<file path="src/rtl/biquad_seq_ctrl.sv">
// Sequencer and coefficient owner for one biquad IIR section: paces samples into the
// section at the multiplier stride, returns its output on a stream, applies coef commits between samples.
module biquad_seq_ctrl #(
  parameter int DATAWIDTH = 16,
  parameter int COEFWIDTH = 8,
  parameter int STRIDE    = 4,
  parameter int LAT       = 4
) (
  input  logic                        clk,
  input  logic                        reset,
  input  logic                        en,
  input  logic                        s_valid,
  output logic                        s_ready,
  input  logic signed [DATAWIDTH-1:0] s_data,
  output logic                        m_valid,
  input  logic                        m_ready,
  output logic signed [DATAWIDTH-1:0] m_data,
  input  logic                        cfg_we,
  input  logic [2:0]                  cfg_addr,
  input  logic signed [COEFWIDTH-1:0] cfg_wdata,
  output logic                        cfg_pending,
  output logic signed [DATAWIDTH-1:0] bq_x,
  output logic                        bq_valid,
  output logic                        bq_ce,
  output logic signed [COEFWIDTH-1:0] bq_a11,
  output logic signed [COEFWIDTH-1:0] bq_a12,
  output logic signed [COEFWIDTH-1:0] bq_b10,
  output logic signed [COEFWIDTH-1:0] bq_b11,
  output logic signed [COEFWIDTH-1:0] bq_b12,
  input  logic signed [DATAWIDTH-1:0] bq_yout
);

  localparam logic [3:0] STRIDE_M1 = 4'(STRIDE - 1);
  localparam logic [3:0] LAT_C     = 4'(LAT);
  // 0.5 in signed fractional format: unity-ish pass-through gain after reset
  localparam logic signed [COEFWIDTH-1:0] COEF_HALF = {2'b01, {(COEFWIDTH-2){1'b0}}};

  typedef enum logic [1:0] {S_IDLE, S_APPLY, S_STROBE, S_WAIT} state_t;

  state_t     state;
  logic [3:0] wait_cnt;
  logic [3:0] prime_cnt;
  logic       commit;

  logic signed [COEFWIDTH-1:0] sh_a11, sh_a12, sh_b10, sh_b11, sh_b12;

  function automatic logic [3:0] sat_inc(input logic [3:0] v);
    return (v >= LAT_C) ? LAT_C : 4'(v + 4'd1);
  endfunction

  assign commit  = cfg_we && (cfg_addr == 3'd7);
  assign s_ready = bq_ce && (state == S_IDLE) && !cfg_pending && en && (!m_valid || m_ready);

  // Shadow coefficient bank: writable at any time, copied to the active set only in APPLY
  always_ff @(posedge clk or posedge reset) begin
    if (reset) begin
      sh_a11 <= '0;
      sh_a12 <= '0;
      sh_b10 <= COEF_HALF;
      sh_b11 <= '0;
      sh_b12 <= '0;
    end else if (cfg_we) begin
      case (cfg_addr)
        3'd0:    sh_a11 <= cfg_wdata;
        3'd1:    sh_a12 <= cfg_wdata;
        3'd2:    sh_b10 <= cfg_wdata;
        3'd3:    sh_b11 <= cfg_wdata;
        3'd4:    sh_b12 <= cfg_wdata;
        default: ;
      endcase
    end
  end

  always_ff @(posedge clk or posedge reset) begin
    if (reset) begin
      state       <= S_IDLE;
      wait_cnt    <= '0;
      prime_cnt   <= '0;
      bq_ce       <= 1'b0;
      bq_valid    <= 1'b0;
      bq_x        <= '0;
      m_valid     <= 1'b0;
      m_data      <= '0;
      cfg_pending <= 1'b0;
      bq_a11      <= '0;
      bq_a12      <= '0;
      bq_b10      <= COEF_HALF;
      bq_b11      <= '0;
      bq_b12      <= '0;
    end else begin
      bq_ce <= 1'b1;
      if (m_valid && m_ready) m_valid <= 1'b0;
      if (commit) cfg_pending <= 1'b1;
      case (state)
        // Pending commits win over new samples so coefs change only between strides
        S_IDLE: begin
          if (cfg_pending) begin
            state <= S_APPLY;
          end else if (s_valid && s_ready) begin
            bq_x     <= s_data;
            bq_valid <= 1'b1;
            state    <= S_STROBE;
          end
        end
        S_APPLY: begin
          bq_a11 <= sh_a11;
          bq_a12 <= sh_a12;
          bq_b10 <= sh_b10;
          bq_b11 <= sh_b11;
          bq_b12 <= sh_b12;
          if (!commit) cfg_pending <= 1'b0;
          state <= S_IDLE;
        end
        // Section samples x on this clock
        S_STROBE: begin
          bq_valid  <= 1'b0;
          prime_cnt <= sat_inc(prime_cnt);
          wait_cnt  <= STRIDE_M1;
          state     <= S_WAIT;
        end
        // First WAIT clock captures yout; output only once the section is primed
        S_WAIT: begin
          if (wait_cnt == STRIDE_M1) begin
            m_data <= bq_yout;
            if (prime_cnt == LAT_C) m_valid <= 1'b1;
          end
          wait_cnt <= 4'(wait_cnt - 4'd1);
          if (wait_cnt == 4'd1) state <= S_IDLE;
        end
        default: state <= S_IDLE;
      endcase
    end
  end

endmodule
</file>
<file path="config.mk">
export PLATFORM = sky130hd
export DESIGN_NAME = biquad_seq_ctrl
export DESIGN_NICKNAME = d
export VERILOG_FILES = /design/src/rtl/biquad_seq_ctrl.sv
export SDC_FILE = /design/constraint.sdc
export NUM_CORES = 1
export LEC_CHECK = 0
export ABC_CLOCK_PERIOD_IN_PS = 5400
export CAP_MARGIN = 20
export CORE_AREA = 3 3 125 91
export DETAILED_ROUTE_END_ITERATION = 7
export DIE_AREA = 0 0 128 94
export PLACE_DENSITY = 0.75
export SLEW_MARGIN = 20
export SYNTH_ARGS = -nofsm -noshare
export SYNTH_HDL_FRONTEND = slang
export SYNTH_SLANG_ARGS = --single-unit
export TNS_END_PERCENT = 10
</file>
<file path="constraint.sdc">
create_clock -name clk -period 5.4 [get_ports clk]
set_clock_uncertainty 0.2 [all_clocks]
set_input_delay 0.54 -clock clk [delete_from_list [all_inputs] [get_ports clk]]
set_output_delay 0.54 -clock clk [all_outputs]
set_load 0.02 [all_outputs]
</file>
* Yosys cells after proc, flatten, opt, wreduce, memory -nomap -nowiden
Index checks and enable logic that the tools add are counted.
** Word-level totals
- Bits in registers :: 126
- Output and inout port bits :: 77
- Logic and storage cells :: 77
** Cells by class
- $add $sub $neg :: 2
- Magnitude comparators :: 1
- Equality and inequality tests :: 15
- Muxes and demuxes :: 16
- Bitwise logic cells :: 1
- Reduce and logical (&&, ||, !) cells :: 23
** Operators with widths (count)
- AND reduction 2 bit :: 7
- 2-to-1 mux 1 bit :: 9
- one-hot mux 2 bit (4 select lines) :: 1
- one-hot mux 4 bit (2 select lines) :: 1
- logical AND 1 bit :: 7
- equality test 3 x 2 -> 1 bit (second input constant) :: 2
- equality test 3 bit (second input constant) :: 2
- 2-to-1 mux 2 bit :: 3
- AND reduction 3 bit :: 2
- adder 4 x 1 -> 4 bit (second input constant) :: 1
- equality test 2 bit (second input constant) :: 2
- equality test 4 x 1 -> 1 bit (second input constant) :: 1
- equality test 4 x 2 -> 1 bit (second input constant) :: 1
- equality test 4 x 3 -> 1 bit (second input constant) :: 1
- >= comparator 4 x 3 -> 1 bit (second input constant) :: 1
- 2-to-1 mux 4 bit :: 1
- inequality test 2 bit (second input constant) :: 2
- nonzero test 2 bit :: 2
- subtractor 4 x 1 -> 4 bit (second input constant) :: 1
- equality test 3 x 1 -> 1 bit (second input constant) :: 1
- logical NOT 3 bit :: 1
- inequality test 3 x 2 -> 1 bit (second input constant) :: 1
- equality test 2 x 1 -> 1 bit (second input constant) :: 1
- logical NOT 1 bit :: 2
- other kinds (5) :: 5

* Depth between registers and ports, before layout
- Word-level depth :: 9
- Depth in mapped cells :: 6
- Depth with buffers taken out :: 5

* Worst setup path before layout
No wires, ideal clock.
- Kind :: input to output
- Start point :: input m_ready
- End point :: output s_ready
- Arrival :: 1413 ps
- Required time :: 4660 ps
- Path slack :: 3247 ps
- Stages :: 3
- Path buffers :: 0
- Path through :: nand2b_1 -> nand3_1 -> nor4_1
** Between the ends
- Longest elaborated chain between the ends :: 2
** Ends and longest elaborated chain
- start: declaration :: line 16 : input logic m_ready,
- logical OR 1 bit :: line 52 : assign s_ready = bq_ce && (state == S_IDLE) && !cfg_pending && en && (!m_valid || m_ready);
- logical AND 1 bit :: line 52
- end: declaration :: line 13 : output logic s_ready,
Every way passes these cells.

* Final worst setup path
Ends and elaborated chain as after synthesis.

==> run metrics <==
status=complete, no violations; Clock Sinks=around 130; number of buffers created by CTS=17; CTS Hold Bufs=0; global route overflow=0; RSZ-0062 raised after global routing=no; Post-CTS Resized=0; Fill cells=754; actual slew at the worst max-slew pin=slightly below 1 ns; register clock-pin slew on the reported worst setup and hold paths=0.05 ns; root buf cell=clkbuf_16; part of the cycle the worst path needs=52.5%; largest net degree at the start of global routing=65; DP Wirelength=6840 um; Routability Congestion=~0.75; Max Freq=353 MHz; chip width=128 um; synth warn=0; 1st-pass router iterations=4; share of post-route cells with drive strength above 1=33.8%; Iteration-0 DRC Markers=116; Routed WL per cell=16.9 um; max_cap viols=0; crit path time final=2.83 ns; Fin. Hold Viols=0; worst setup path end=s_ready; Crit Path Max Fanout=4; r2r worst-path depth=2; number of global-route vias before repair=3218; Mapped Cells=between 300 and 400; startpoint types=primary input; H-tree Lvls=4; WP data arrival=2.09 ns; max-slew violations=0; Post-Syn Area per Cell=16.1 um^2; final wirelength=slightly below 10000 um; Hold WC Path Type=reg -> reg; Residual DRC=0; terminus of the critical flop-to-flop path=bq_b10[3]; Mapped Area=just under 0.005 mm^2; CTS tree=yes; die area=0.0120 mm^2; Rows=31; final hold slack=roughly 0.28 ns; Initial Util=48.5%; worst ir drop on vdd=0.000303 V; R2R Path Start=state[1]; # diodes=0; initial antenna violation count=0; CORE AREA=between 0.01 and 0.015 mm^2; Non-Filler Instances=between 500 and 600; Post-Syn Nets=363; Via density=between 5 and 6; CP required=4.66 ns; Ports=roughly 130; Via Count=slightly below 3000; TNS Setup=0 ns; Rel. slew slack=between 30% and 40%; overall power=0.00425 W; synth unique cells=37; Critical Path Sink Type=output pin; nets@finish=slightly below 500; Leak=2.99 nW; clk_lat worst skew=approximately 0.40 ns; postcts setup bufs=0; Area growth syn-to-layout=38.4%; first-pass GRT wire length=16200 um; GR Util All Layers=17.6%; Clock Path Buffers=2; biggest registers after layout=bq_x (16), m_data (16); # setup viols final=0; Final Core Density=67.1%; Seq cells post-synth=126; DRT antenna net count=0; Worst setup startpoint=m_ready; pwr dens=619 mW/mm^2; Chip Height=94 um; r2r setup slk=3.18 ns; sequential share of the synthesized area=63.6%; placed insts=556; CP Class=in -> out; number of buffers added on ports=125
## final cells by class
cell class / count / area (um^2) / share of cell area [%]
sequential: 126 / 3160 / 45.9
multi-input combinational: 166 / 1700 / 24.7
timing repair buffer: 126 / 1260 / 18.3
clock buffer: 25 / 485 / 7.07
tap: 132 / 165 / 2.40
clock inverter: 7 / 85.1 / 1.24
inverter: 6 / 25.0 / 0.364
## per-layer routing
| layer | share of wire [%] | GRT usage, % | vias up |
|---|---|---|---|
| met5 | 0 | 0 | - |
| met4 | 1.2 | 7.16 | 0 |
| met3 | 6.8 | 6.53 | 8 |
| met2 | 48 | 27.9 | 78 |
| met1 | 44 | 22.0 | 1527 |
| li1 | - | - | 1355 |
## placed cells by master, fill, tap and decap left out, types with 3 or more instances in the layout
cell             synthesis  layout
clkbuf_1                 2       5
clkbuf_16                0      17
clkbuf_8                 0       3
clkdlybuf4s50_1          0     125
clkinv_2                 0       5
dfrtp_1                124     124
ha_1                     5       5
inv_1                    6       5
mux2_2                 104     104
mux2_4                   9       9
nand2_1                  8       8
nand2b_1                 3       3
nand3_1                  3       3
nor2_1                   5       5
o21ai_0                  4       4
## per-stage QoR
stage | cell area, um^2 | setup WS [ns]
floorplan | 4960 | 1.31
global placement | 6300 | 2.58
detailed placement | 6300 | 2.58
CTS | 6870 | 2.56
global route | 6870 | 2.46
finish | 6870 | 2.57
## cells in the mapped netlist
master	n	share of area, %
a41oi_1	1	0.18
or3_1	1	0.13
mux2_2	104	24
nor4b_4	1	0.48
mux2_4	9	2.7
a22o_1	1	0.18
conb_1	1	0.076
nand2_1	8	0.60
nor2b_1	2	0.25
nor4_1	1	0.13
dfstp_2	2	1.1
buf_2	4	0.40
dfrtp_1	124	63
o21a_1	1	0.15
nand2b_1	3	0.38
nand3_1	3	0.30
nand4_2	1	0.25
nor3_1	1	0.10
o21ai_0	4	0.40
o31ai_1	1	0.15
buf_12	1	0.40
or2_2	1	0.13
nor3b_2	2	0.50
and2_1	1	0.13
a31oi_1	1	0.13
nor2_1	5	0.38
or4b_4	1	0.28
or2b_1	1	0.15
o311ai_0	1	0.18
buf_6	4	0.91
nor3_2	2	0.40
clkbuf_1	2	0.15
inv_1	6	0.45
nor3b_1	1	0.15
nand2_4	1	0.23
o21bai_1	1	0.15
ha_1	5	1.3
## logic make-up (layout without fill, tap and decap cells)
kind of cell / after synthesis / in the layout / share of synthesized area (%)
multiplexers: 113 / 113 / 26.3
AND/OR/NAND/NOR: 36 / 36 / 4.96
AO/OA/AOI/OAI: 11 / 11 / 1.51
flip-flops: 126 / 126 / 63.6
adder cells (fa/ha/maj): 5 / 5 / 1.26
other: 1 / 1 / 0.0755
buffers and inverters: 17 / 164 / 2.32
## power by group
group          switching [W]  internal (W)
logic               0.000714      0.000896
registers           0.000234       0.00133
clock network       0.000369      0.000712
total                0.00132       0.00294
## worst max-delay path, stage by stage
cell and delay (ns):
clkdlybuf4s50_1 0.45, nand2b_1 0.18, nand3_1 0.10, nor4_1 0.18, clkdlybuf4s50_1 0.66
## worst min path at each step
stage,start,endpoint,slack [ns],cells past startpoint
6_report,bq_valid,bq_valid,0.28,2
2_1_floorplan,prime_cnt[3],m_valid,0.27,1
5_1_grt,bq_valid,bq_valid,0.31,2
3_3_place_gp,bq_valid,bq_valid,0.27,2
3_5_place_dp,bq_valid,bq_valid,0.28,2
4_1_cts,bq_valid,bq_valid,0.29,2
Note: power is estimated with default switching activity, not from simulation.
